File: src/rtl/conv_loop_ctrl.sv
// conv_loop_ctrl: walks (m, r, c) in row-major order, one triple per
// accepted valid/ready beat, then pulses done for one cycle.
module conv_loop_ctrl #(
  parameter int CW     = 16,
  parameter int LOOP_M = 4,
  parameter int LOOP_R = 8,
  parameter int LOOP_C = 8
) (
  input  logic          clk,
  input  logic          rst,
  input  logic          start,
  input  logic          abort,
  output logic          busy,
  output logic          done,
  output logic          idx_valid,
  input  logic          idx_ready,
  output logic [CW-1:0] m_idx,
  output logic [CW-1:0] r_idx,
  output logic [CW-1:0] c_idx,
  output logic          idx_last
);

  typedef enum logic [1:0] {
    S_IDLE,
    S_RUN,
    S_DONE
  } state_t;

  localparam logic [CW-1:0] M_MAX = CW'(LOOP_M - 1);
  localparam logic [CW-1:0] R_MAX = CW'(LOOP_R - 1);
  localparam logic [CW-1:0] C_MAX = CW'(LOOP_C - 1);

  state_t        r_state;
  state_t        w_state_nx;
  logic [CW-1:0] r_m;
  logic [CW-1:0] r_r;
  logic [CW-1:0] r_c;
  logic [CW-1:0] w_m_nx;
  logic [CW-1:0] w_r_nx;
  logic [CW-1:0] w_c_nx;
  logic          w_run;
  logic          w_acc;
  logic          w_m_end;
  logic          w_r_end;
  logic          w_c_end;
  logic          w_last;

  assign w_run   = (r_state == S_RUN);
  assign w_acc   = w_run & idx_ready;
  assign w_m_end = (r_m == M_MAX);
  assign w_r_end = (r_r == R_MAX);
  assign w_c_end = (r_c == C_MAX);
  assign w_last  = w_run & w_m_end & w_r_end & w_c_end;

  always_ff @(posedge clk or negedge rst) begin
    if (!rst) begin
      r_state <= S_IDLE;
      r_m     <= '0;
      r_r     <= '0;
      r_c     <= '0;
    end else begin
      r_state <= w_state_nx;
      r_m     <= w_m_nx;
      r_r     <= w_r_nx;
      r_c     <= w_c_nx;
    end
  end

  always_comb begin
    w_state_nx = r_state;
    w_m_nx     = r_m;
    w_r_nx     = r_r;
    w_c_nx     = r_c;
    unique case (r_state)
      S_IDLE: begin
        if (start) begin
          w_state_nx = S_RUN;
          w_m_nx     = '0;
          w_r_nx     = '0;
          w_c_nx     = '0;
        end
      end
      S_RUN: begin
        // abort wins over any accepted beat, including the last one
        if (abort) begin
          w_state_nx = S_IDLE;
          w_m_nx     = '0;
          w_r_nx     = '0;
          w_c_nx     = '0;
        end else if (w_acc) begin
          unique case (1'b1)
            w_last: begin
              w_state_nx = S_DONE;
              w_m_nx     = '0;
              w_r_nx     = '0;
              w_c_nx     = '0;
            end
            w_c_end & w_r_end & ~w_m_end: begin
              w_m_nx = r_m + 1'b1;
              w_r_nx = '0;
              w_c_nx = '0;
            end
            w_c_end & ~w_r_end: begin
              w_r_nx = r_r + 1'b1;
              w_c_nx = '0;
            end
            ~w_c_end: begin
              w_c_nx = r_c + 1'b1;
            end
            default: begin
              w_state_nx = S_IDLE;
            end
          endcase
        end
      end
      S_DONE: begin
        w_state_nx = S_IDLE;
      end
      default: begin
        w_state_nx = S_IDLE;
        w_m_nx     = '0;
        w_r_nx     = '0;
        w_c_nx     = '0;
      end
    endcase
  end

  assign idx_valid = w_run;
  assign busy      = (r_state != S_IDLE);
  assign done      = (r_state == S_DONE);
  assign idx_last  = w_last;
  assign m_idx     = r_m;
  assign r_idx     = r_r;
  assign c_idx     = r_c;

endmodule

File: config.mk
export PLATFORM = sky130hd
export DESIGN_NAME = conv_loop_ctrl
export DESIGN_NICKNAME = d
export VERILOG_FILES = /design/src/rtl/conv_loop_ctrl.sv
export SDC_FILE = /design/constraint.sdc
export NUM_CORES = 1
export LEC_CHECK = 0
export CAP_MARGIN = 5
export CELL_PAD_IN_SITES_DETAIL_PLACEMENT = 1
export CELL_PAD_IN_SITES_GLOBAL_PLACEMENT = 1
export CORE_AREA = 2 2 124 66
export CTS_BUF_LIST = sky130_fd_sc_hd__clkbuf_8
export DETAILED_ROUTE_END_ITERATION = 8
export DIE_AREA = 0 0 126 68
export PLACE_DENSITY = 0.84
export SLEW_MARGIN = 0
export SYNTH_ARGS = -nofsm -noshare
export SYNTH_HDL_FRONTEND = slang
export SYNTH_SLANG_ARGS = --single-unit
File: constraint.sdc
create_clock -name clk -period 2.9 [get_ports clk]
set_input_delay 0.435 -clock clk [delete_from_list [all_inputs] [get_ports clk]]
set_output_delay 0.435 -clock clk [all_outputs]
set_load 0.03 [all_outputs]
==> metrics <==
status complete, no violations; Synth area leader dfrtp_1; Area growth syn-to-layout 29.0%; RSZ-0062 raised after global routing false; busiest grt layer met2; Tot GR Track Use ~24%; Peak Freq 368 MHz; post-route ant nets 0; # H-tree levels 2; Mapped Avg Cell Area approximately 9 sq um; post-CTS setup buffers 0; fin. max-slew vios 0; worst vdd ir 0.216 mV; setup_tns 0 ns; Num CTS Buffers 5; FF+latch count, synth 50; TritonCTS clock tree yes; Critical Path RT 3.17 ns; Longest Clk Path Bufs 2; Synth Flop Type dfrtp_1; Worst EP arrival approximately 3.0 ns; DRT Pass-1 Iters 4; Post-synth EDFFs 0; Global Route met3 Usage under 10%; PortBufs 56; Initial DRC Count roughly 250; most common cell after layout, fill and taps aside clkdlybuf4s50_1; Yosys top cell area share roughly 43%; minimum clock period about 2.7 ns; total number of vias about 2,900; post-CTS resize count 2; Core ar. between 0.007 and 0.008 sq mm; max_cap viols 0; GR Util met1 between 30% and 40%; Slew headroom between 20% and 30%; Worst-path clk slew roughly 0.1 ns; final setup vio count 0; Post-Syn Nets about 320; Final Hold Viols 0; antenna violations before repair 0; Synth area leaders dfrtp_1 43%, nor2_1 4.3%, o21ai_0 3.3%, nand3_1 3.1%, xnor2_1 3.0%; ys async rst share 100%; crit path max fanout 12; vias in the first global route between 2,000 and 3,000; n_diodes 0; CTS Hold Bufs 0; Leak ~0.0015 uW; WL final between 9000 and 10,000 um; Core Util, Final between 40% and 50%; Die Ht about 70 um; element type at the critical path start flip-flop; pre-CTS setup slack roughly 0.24 ns; first-pass GRT wire length ~16,000 um; final-stage net count a little under 400; largest net degree at the start of global routing 28; Setup Skew around 0.0089 ns; Placement Rows 23; most frequent cells in the layout 54 x clkdlybuf4s50_1, 50 x dfrtp_1, 33 x nor2_1; register area share after synthesis a little over two fifths; Final Power about 1400 uW; die footprint between 0.008 and 0.009 sq mm; CP endpoint kind flip-flop; clock root buffer clkbuf_8; num ports 57; GR Util met2 a little over a third; worst min path class in -> async; PwrDens 387 mW/mm^2; GRT overflow 0; share of cells above drive strength 1 a little over a tenth; DR WL/cell 20.6 um; Yosys cell types between 50 and 60; CP Class reg -> reg; total clock sinks 50; crit share post-route between 90% and 100%; DP HPWL between 7000 and 8000 um; Post-Syn Instances between 300 and 400; vias per cell about 6; width of the die 126 um; YS warnings 0; DRC 0; Initial Utilization between 30% and 40%; Post-Syn Area between 0.002 and 0.003 sq mm; Slew @ Worst Pin 1.07 ns; fillers between 900 and 1,000; Routability Congestion between 0.8 and 0.9; Setup WS post-layout approximately 0.18 ns; Clock Latency Late Sink about 0.33 ns
[power by group]
group	switching, uW	leakage, uW	internal (uW)
clock network	263	0.0000579	255
registers	10.2	0.000696	703
logic	153	0.000703	63.9
total	427	0.00146	1020
[cells by family (layout without fill, tap and decap cells)]
group | after synthesis | count (layout) | share of synthesized area (%)
xor+xnor | 20 | 20 | 6.04
fa+ha+maj | 3 | 3 | 1.29
flops | 50 | 50 | 43.2
simple gates | 151 | 151 | 30.1
buf+inv | 23 | 87 | 3.41
compound gates | 68 | 68 | 15.6
mux | 1 | 1 | 0.388
[worst max-delay path: stages, from the launching register on]
cell	delay [ns]
dfrtp_1	0.44
ha_1	0.29
and4bb_2	0.26
nand4_1	0.16
buf_4	0.24
or4_1	0.68
nor2_1	0.37
mux2_2	0.23
[per-layer routing]
metal,wire length [um],part of all wire (%)
met1,4990,50
met2,4130,42
met3,635,6.4
met4,147,1.5
met5,0,0
[synthesized netlist by cell type (2+ instances only)]
cell,count
dfrtp_1,50
a21oi_1,11
o21ai_0,19
or4_1,9
nor2b_1,4
or2_2,3
nand2_1,21
xnor2_1,10
clkbuf_1,12
and2_1,4
nor4_2,2
nand3_1,18
o2111ai_1,5
nor3_1,12
nor4_1,11
and4_1,3
nand4_1,12
o31a_1,2
a22o_1,5
inv_1,6
nor2_1,33
and3_1,7
ha_1,3
o211ai_1,3
xor2_1,10
o31ai_1,10
a31oi_1,3
and4bb_2,2
buf_2,3
nor4_4,2
[worst paths after layout]
kind	startpoint	to	slack, ns	cells past startpoint
worst max-delay path	c_idx[0]	m_idx[0]	0.18	7
worst min-delay path	rst	r_idx[11]	0.13	1
worst max register to register	c_idx[0]	m_idx[0]	0.18	7
worst min register to register	c_idx[0]	c_idx[0]	0.59	1
max in group asynchronous	rst	c_idx[6]	1.99	2
min in group clk	c_idx[0]	c_idx[0]	0.59	1
[area by class of cell]
| cell class | instances | area (sq um) | share of cell area (%) |
|---|---|---|---|
| Tap cell | 100 | 125 | 3.35 |
| Clock buffer | 5 | 68.8 | 1.84 |
| Sequential cell | 50 | 1250 | 33.5 |
| Clock inverter | 3 | 40.0 | 1.07 |
| Multi-Input combinational cell | 243 | 1550 | 41.5 |
| Inverter | 6 | 22.5 | 0.602 |
| Timing Repair Buffer | 73 | 682 | 18.2 |
[flip-flops by register name, summed over array words and instances, names as in the netlist]
register and count:
c_idx 16, m_idx 16, r_idx 16, r_state 2
[through the flow]
stage / cells / hold slack [ns] / instance area [sq um]
6_report: 480 / 0.131 / 3740
5_1_grt: 480 / 0.179 / 3740
4_1_cts: 480 / 0.152 / 3740
3_5_place_dp: 472 / 0.514 / 3630
3_3_place_gp: 472 / 0.496 / 3630
2_1_floorplan: 316 / 0.139 / 2900
(Power assumes the default switching activity.)
